--- config.mk ---
export PLATFORM = sky130hd
export DESIGN_NAME = h3_scrub_n_k
export DESIGN_NICKNAME = d
export VERILOG_FILES = /design/src/rtl/h3_scrub_pkg.sv /design/src/rtl/h3_correct_n_k.sv /design/src/rtl/h3_scrub_n_k.sv
export SDC_FILE = /design/constraint.sdc
export NUM_CORES = 1
export LEC_CHECK = 0
export BUFFER_PORTS_ARGS = -buffer_cell sky130_fd_sc_hd__buf_2
export CORE_MARGIN = 2
export CORE_UTILIZATION = 58
export CTS_CLUSTER_DIAMETER = 30
export DETAILED_ROUTE_END_ITERATION = 8
export PLACE_DENSITY = 0.89
export SETUP_SLACK_MARGIN = 0.2
export SLEW_MARGIN = 40
export SYNTH_ARGS = -nofsm -noshare
export SYNTH_HDL_FRONTEND = slang
export SYNTH_SLANG_ARGS = --single-unit
--- constraint.sdc ---
create_clock -name clk -period 5.8 [get_ports clk]
set_input_delay 1.74 -clock clk [delete_from_list [all_inputs] [get_ports clk]]
set_output_delay 1.74 -clock clk [all_outputs]
set_load 0.05 [all_outputs]
--- src/rtl/h3_scrub_pkg.sv ---
// Shared types for the h3 memory scrubber.
package h3_scrub_pkg;

  typedef enum logic [2:0] {
    S_IDLE  = 3'd0,
    S_READ  = 3'd1,
    S_WAIT  = 3'd2,
    S_CHECK = 3'd3,
    S_WRITE = 3'd4,
    S_NEXT  = 3'd5,
    S_DONE  = 3'd6
  } scrub_state_t;

endpackage

--- src/rtl/h3_correct_n_k.sv ---
// Combinational single-error corrector for a Hamming (n, k) word laid out with
// parity bits at the power-of-two positions (bit i holds position i+1).
module h3_correct_n_k #(
  parameter int n = 15,
  parameter int k = 11
) (
  input  logic [n-1:0] word_i,
  output logic [n-1:0] corrected_o,
  output logic         sec_o
);

  localparam int SW = n - k;

  // Syndrome is the XOR of the positions of all set bits; zero for a codeword.
  function automatic logic [SW-1:0] calc_syndrome(input logic [n-1:0] w);
    logic [SW-1:0] s;
    s = '0;
    for (int i = 0; i < n; i++) begin
      if (w[i]) begin
        s = s ^ SW'(i + 1);
      end else begin
        s = s;
      end
    end
    return s;
  endfunction

  logic [SW-1:0] syn_s;
  logic [n-1:0]  flip_s;

  // Non-zero syndrome names the single position to invert.
  always_comb begin
    syn_s  = calc_syndrome(word_i);
    flip_s = '0;
    for (int i = 0; i < n; i++) begin
      flip_s[i] = (syn_s == SW'(i + 1));
    end
    corrected_o = word_i ^ flip_s;
    sec_o       = (syn_s != '0);
  end

endmodule

--- src/rtl/h3_scrub_n_k.sv ---
// Background scrubber: reads every RAM word, corrects single-bit errors and
// writes corrected words back, keeping a saturating correction count.
module h3_scrub_n_k
  import h3_scrub_pkg::*;
#(
  parameter int n     = 15,
  parameter int k     = 11,
  parameter int DEPTH = 256,
  parameter int CNT_W = 16,
  parameter int AW    = $clog2(DEPTH)
) (
  input  logic             clk,
  input  logic             rst,
  input  logic             start_i,
  input  logic             pause_i,
  input  logic             clear_cnt_i,
  output logic [AW-1:0]    ram_addr_o,
  output logic             ram_rd_en_o,
  input  logic [n-1:0]     ram_rd_data_i,
  output logic             ram_wr_en_o,
  output logic [n-1:0]     ram_wr_data_o,
  output logic             busy_o,
  output logic             done_o,
  output logic [CNT_W-1:0] sec_count_o,
  output logic [AW-1:0]    last_err_addr_o
);

  localparam logic [AW-1:0] LAST_ADDR = AW'(DEPTH - 1);

  scrub_state_t     state_q, state_d;
  logic [AW-1:0]    addr_q, addr_d;
  logic [n-1:0]     word_q, word_d;
  logic [n-1:0]     wr_data_q, wr_data_d;
  logic [CNT_W-1:0] cnt_q, cnt_d;
  logic [AW-1:0]    last_q, last_d;
  logic             busy_q, busy_d;
  logic             done_q, done_d;
  logic             rd_en_s, wr_en_s;
  logic [n-1:0]     corr_s;
  logic             sec_s;

  h3_correct_n_k #(
    .n (n),
    .k (k)
  ) u_correct (
    .word_i      (word_q),
    .corrected_o (corr_s),
    .sec_o       (sec_s)
  );

  // Pass sequencing, address stepping and RAM strobe decode.
  always_comb begin
    state_d = state_q;
    addr_d  = addr_q;
    rd_en_s = 1'b0;
    wr_en_s = 1'b0;
    case (state_q)
      S_IDLE: begin
        if (start_i) begin
          addr_d  = '0;
          state_d = S_READ;
        end else begin
          state_d = S_IDLE;
        end
      end
      S_READ: begin
        rd_en_s = !pause_i;
        if (pause_i) state_d = S_READ;
        else         state_d = S_WAIT;
      end
      S_WAIT:  state_d = S_CHECK;
      S_CHECK: begin
        if (sec_s) state_d = S_WRITE;
        else       state_d = S_NEXT;
      end
      S_WRITE: begin
        wr_en_s = !pause_i;
        if (pause_i) state_d = S_WRITE;
        else         state_d = S_NEXT;
      end
      S_NEXT: begin
        if (addr_q == LAST_ADDR) begin
          state_d = S_DONE;
        end else begin
          addr_d  = addr_q + AW'(1'b1);
          state_d = S_READ;
        end
      end
      S_DONE:  state_d = S_IDLE;
      default: begin
        state_d = S_IDLE;
        addr_d  = '0;
      end
    endcase
    busy_d = (state_d != S_IDLE);
    done_d = (state_d == S_DONE);
  end

  // Datapath next-state: captured word, corrected word, statistics.
  always_comb begin
    if (state_q == S_WAIT) word_d = ram_rd_data_i;
    else                   word_d = word_q;

    if (state_q == S_CHECK) wr_data_d = corr_s;
    else                    wr_data_d = wr_data_q;

    // A clear in the same cycle as a correction leaves the counter at zero.
    if (clear_cnt_i) begin
      cnt_d = '0;
    end else if (wr_en_s && (cnt_q != {CNT_W{1'b1}})) begin
      cnt_d = cnt_q + CNT_W'(1'b1);
    end else begin
      cnt_d = cnt_q;
    end

    if (wr_en_s) last_d = addr_q;
    else         last_d = last_q;
  end

  // State and output registers.
  always_ff @(posedge clk) begin
    if (rst) begin
      state_q   <= S_IDLE;
      addr_q    <= '0;
      word_q    <= '0;
      wr_data_q <= '0;
      cnt_q     <= '0;
      last_q    <= '0;
      busy_q    <= 1'b0;
      done_q    <= 1'b0;
    end else begin
      state_q   <= state_d;
      addr_q    <= addr_d;
      word_q    <= word_d;
      wr_data_q <= wr_data_d;
      cnt_q     <= cnt_d;
      last_q    <= last_d;
      busy_q    <= busy_d;
      done_q    <= done_d;
    end
  end

  assign ram_addr_o      = addr_q;
  assign ram_rd_en_o     = rd_en_s;
  assign ram_wr_en_o     = wr_en_s;
  assign ram_wr_data_o   = wr_data_q;
  assign busy_o          = busy_q;
  assign done_o          = done_q;
  assign sec_count_o     = cnt_q;
  assign last_err_addr_o = last_q;

endmodule

[Word level (Yosys, flattened, before mapping)]
Index checks and enable logic that the tools add are counted.
W data, S select, Z words.
Storage, ports and cells
  register bits after elaboration: 67
  input port bits: 20
  output and inout port bits: 51
  word-level logic and storage cells: 86
Cells by class
  add/sub/neg operators: 2
  eq/ne operators: 26
  muxes and demuxes: 26
  bitwise logic cells: 16
  reduce and logical (&&, ||, !) cells: 8
Operator list (number)
  $eq A4 B4 Y1 const B: 8
  $mux W4: 8
  $pmux W8 S3: 1
  $pmux W3 S6: 1
  $add A16 B1 Y16 const B: 1
  $eq A4 B3 Y1 const B: 4
  $mux W8: 2
  $ne A16 B16 Y1 const B: 1
  $mux W3: 5
  $xor A15 B15 Y15: 1
  $eq A3 B3 Y1 const B: 4
  $not A2 Y2: 6
  $not A3 Y3: 4
  $add A8 B1 Y8 const B: 1
  $eq A4 B2 Y1 const B: 2
  $eq A8 B8 Y1 const B: 1
  $eq A3 B2 Y1 const B: 2
  $mux W1: 6
  $mux W2: 3
  $reduce_or A5 Y1: 1
  $eq A4 B1 Y1 const B: 1
  $ne A2 B2 Y1 const B: 2
  $not A4 Y4: 1
  $reduce_bool A4 Y1: 1
  other kinds (9): 11

[Depth between registers and ports, before layout]
  depth after elaboration: 30
  depth in mapped cells: 9
  gate-level depth less buffers: 7

[By module]
A second synthesis with hierarchy kept.
Second synthesis, totals
  cells, all modules: 403
  area total of the unflattened synthesis: 3321.9 um^2
By module, submodules not included
  h3_scrub_n_k: times used 1, cells an instance 344, area an instance 2792.7 um^2, seq. area each 1341.3 um^2
  h3_correct_n_k: times used 1, cells an instance 59, area an instance 529.3 um^2, seq. area each 0.0 um^2

[Least setup slack after synthesis]
Ideal clock, no wire load.
  path type: input to output
  start point: input port pause_i
  end point: output port ram_wr_en_o
  data arrival time: 3.019 ns
  data required time: 4.060 ns
  setup slack: 1.041 ns
  stages: 4
  buffers on the path: 2
  path through: or4b_4 > buf_6 > clkinv_2 > clkbuf_1
On the way
  word-level cells in the longest chain between the ends: 2
Ends and longest elaborated chain
  from (decl): line h3_scrub_n_k.sv:15  | input logic pause_i,
  $logic_not A1 Y1: line h3_scrub_n_k.sv:77  | wr_en_s = !pause_i;
  $mux W1: line h3_scrub_n_k.sv:57  | case (state_q)
  to (decl): line h3_scrub_n_k.sv:20  | output logic ram_wr_en_o,
Every way passes these cells.

[Worst setup path in the final report]
Same ends and word-level chain as after synthesis.

==> reports/qor.json <==
{
  "run_status": {"value": "complete, no violations"},
  "initial_core_util": {"value": 0.593},
  "fin_worst_skew": {"value": 0.00976, "unit": "ns"},
  "routedWlPerCell": {"value": 13.6, "unit": "um"},
  "cts_buffer_depth": {"value": 2},
  "worstReg2RegStart": {"value": "state_q[2]"},
  "nets": {"value": 469},
  "drc_marker_count_from_the_first_detailed_route_iteration": {"value": 154},
  "core.rowCount": {"value": 27},
  "ff2ff_path_depth": {"value": 7},
  "setup_tns": {"value": 0, "unit": "ns"},
  "cap_viol_max_count": {"value": 0},
  "first_global_vias": {"value": 2533},
  "floorplan.core_area": {"value": 5410, "unit": "sq um"},
  "cp_max_fo": {"value": 12},
  "num_antenna_cells": {"value": 0},
  "cts.reportedPaths.clkPinSlew": {"value": 0.07, "unit": "ns"},
  "finalWeightedCongestion": {"value": 0.925},
  "clock.fmax": {"value": 0.216, "unit": "GHz"},
  "worstSetupStartpointType": {"value": "input pin"},
  "finalHoldViolations": {"value": 0},
  "die-height": {"value": 78.3, "unit": "um"},
  "timing.critical_path.required": {"value": 4.06, "unit": "ns"},
  "postRouteAntennaNets": {"value": 0},
  "die_w": {"value": 78.3, "unit": "um"},
  "reg2reg_to": {"value": "sec_count_o[14]"},
  "cts_hold_buf": {"value": 0},
  "setup_viol_count_final": {"value": 0},
  "io_buffers": {"value": 70},
  "detailedPlacementHpwl": {"value": 5170, "unit": "um"},
  "leakage": {"value": 1.51, "unit": "nW"},
  "via_per_inst": {"value": 5.57},
  "power_per_cell_area": {"value": 262, "unit": "nW/um^2"},
  "worst_hold_path_type": {"value": "reg2reg"},
  "ir_worst_vdd": {"value": 190, "unit": "uV"},
  "cell_area_reported_after_detailed_placement": {"value": 3580, "unit": "sq um"},
  "period_share": {"value": 0.798},
  "n_fill_cell": {"value": 450},
  "route.vias.total": {"value": 2921},
  "holdPathEnd": {"value": "ram_wr_data_o[12]"},
  "post_synthesis_to_final_layout_area_growth": {"value": 17.7, "unit": "%"},
  "synthesized_instance_count": {"value": 381},
  "grt_use_total": {"value": 0.246},
  "timing.hold.ws": {"value": 0.447, "unit": "ns"},
  "cts.root.buffer_cell": {"value": "sky130_fd_sc_hd__clkbuf_8"},
  "holdCritStartpoint": {"value": "ram_wr_data_o[12]"},
  "layout-drive-gt1-share": {"value": 0.215},
  "timing.final.ws_setup": {"value": 1.17, "unit": "ns"},
  "cell_depth_of_the_worst_hold_path": {"value": 2},
  "clock-sinks": {"value": 67},
  "final_routed_drc_violation_total": {"value": 0},
  "cts_post_setup_buffers_inserted": {"value": 0},
  "worst-setup-path-type": {"value": "in2out"},
  "synth_nets": {"value": 403},
  "number_of_gates_given_a_new_drive_strength_after_cts": {"value": 0},
  "timing_worst_slew_pin_value": {"value": 0.670, "unit": "ns"},
  "mostFrequentLayoutCell": {"value": "sky130_fd_sc_hd__nand2_1"},
  "final_design_area_no_fill": {"value": 3770, "unit": "sq um"},
  "tritoncts.num_buffers": {"value": 9},
  "slew_headroom": {"value": 0.550},
  "count_of_pins_over_their_slew_limit": {"value": 0},
  "critPathCaptureType": {"value": "output pin"},
  "synth.cell_area": {"value": 3200, "unit": "sq um"},
  "place_worst_setup_slack": {"value": 1.17, "unit": "ns"},
  "worst-r2r-setup-slack": {"value": 3.47, "unit": "ns"},
  "synth.lib_cells_used.distinct": {"value": 39},
  "grt_max_degree": {"value": 36},
  "commonest_cells_after_routing_fill_and_taps_aside": {"value": "74 x sky130_fd_sc_hd__nand2_1, 70 x sky130_fd_sc_hd__buf_2, 67 x sky130_fd_sc_hd__dfxtp_1"},
  "wirelength": {"value": 7120, "unit": "um"},
  "clkLatencyLatePin": {"value": 0.35, "unit": "ns"},
  "cp.arrival": {"value": 2.89, "unit": "ns"},
  "cts_tree": {"value": "built"},
  "grt_first_pass_wirelength": {"value": 11900, "unit": "um"},
  "initial_antenna_violation_count": {"value": 0},
  "yosysWarnings": {"value": 0},
  "ys_seq_area_frac": {"value": 0.419},
  "htreeDepth": {"value": 3},
  "rsz0062_at_grt": {"value": "false"},
  "detail_route.first_pass.iterations": {"value": 5},
  "grt_overflow_total": {"value": 0},
  "ys_ff_latch": {"value": 67},
  "per_instance_average_area_after_synthesis": {"value": 8.41, "unit": "sq um"},
  "die_area": {"value": 6140, "unit": "sq um"},
  "final_period_minus_worst_setup_slack": {"value": 4.63, "unit": "ns"},
  "pin_count": {"value": 71}
}
-- stage by stage --
step	cells	total power [mW]	utilization
final	524	0.989	0.698
after global routing	524	1.03	0.698
after CTS	524	0.994	0.697
after detailed placement	508	0.615	0.662
after global placement	508	0.613	0.662
after floorplan	381	0.587	-
-- cells by family (layout without fill, tap and decap cells) --
group,Yosys count,after routing,synth area share
buffers and inverters,19,90,0.0273
AOI/OAI and AO/OA,71,71,0.127
DFF,67,67,0.419
muxes,3,3,0.00937
xor gates and xnor gates,58,58,0.172
and+or+nand+nor,161,161,0.238
adders and majority gates,2,2,0.00781
-- cells in the mapped netlist (all sizes together) --
cell type  instances  area [sq um]
o21a               2          15.0
mux2i              3          30.0
o221ai             1          8.76
clkbuf            14          52.6
nor2              31           116
clkinv             1          5.00
a211oi             1          7.51
o32ai              1          8.76
o22ai             14          87.6
dfxtp             67          1340
nand3              6          30.0
and3               3          18.8
nor4               1          6.26
and2               1          6.26
a221oi             1          8.76
a41oi              2          17.5
a31oi              4          25.0
inv                2          7.51
ha                 2          25.0
or2                1          6.26
nor3b              2          15.0
nor2b              3          18.8
xnor2             19           166
a22oi              1          7.51
xor3               2          47.6
nand4             10          62.6
o21ai             16          80.1
buf                2          22.5
nor3              22           135
and4               5          48.8
or3                1          6.26
nand2             74           278
a21oi             28           140
xnor3              1          22.5
xor2              36           315
or4b               1          13.8
-- per-layer routing --
layer,up-vias,track usage,share of wire
li1,1450,-,-
met1,1357,0.334,0.47
met2,99,0.371,0.45
met3,15,0.0713,0.062
met4,0,0.0947,0.017
met5,-,0,0
-- report_power, final --
part	switching, mW	total, mW	leakage (nW)	internal (mW)
Clock	0.184	0.383	0.0966	0.199
Combinational	0.0828	0.129	0.868	0.0460
Sequential	0.0112	0.478	0.541	0.467
-- flip-flops by register name, summed over array words and instances (netlist names) --
| register | flops |
|---|---|
| done_o | 1 |
| word_q | 15 |
| last_err_addr_o | 8 |
| ram_wr_data_o | 15 |
| state_q | 3 |
| busy_o | 1 |
| sec_count_o | 16 |
| ram_addr_o | 8 |
-- final cells by class --
cell class                 instances  area, sq um  area share
inverter                           3         12.5     0.00332
timing repair buffer              71          358      0.0949
multi-input combinational        295         1780       0.471
clock buffer                      10          128      0.0338
clock inverter                     6         65.1      0.0172
tap                               72         90.1      0.0239
sequential                        67         1340       0.356
-- worst max path at each step --
stage,from,endpoint,slack (ns),depth (start not counted)
2_1_floorplan,pause_i,ram_wr_en_o,1.04,4
3_3_place_gp,pause_i,ram_wr_en_o,1.19,4
3_5_place_dp,pause_i,ram_wr_en_o,1.17,4
4_1_cts,pause_i,ram_wr_en_o,1.17,4
5_1_grt,pause_i,ram_wr_en_o,1.12,4
6_report,pause_i,ram_wr_en_o,1.17,4
-- worst max-delay path, stage by stage --
cell                       delay, ns
sky130_fd_sc_hd__buf_2          0.13
sky130_fd_sc_hd__or4b_4         0.56
sky130_fd_sc_hd__clkinv_2       0.17
sky130_fd_sc_hd__buf_2          0.29
(Power assumes the default switching activity.)
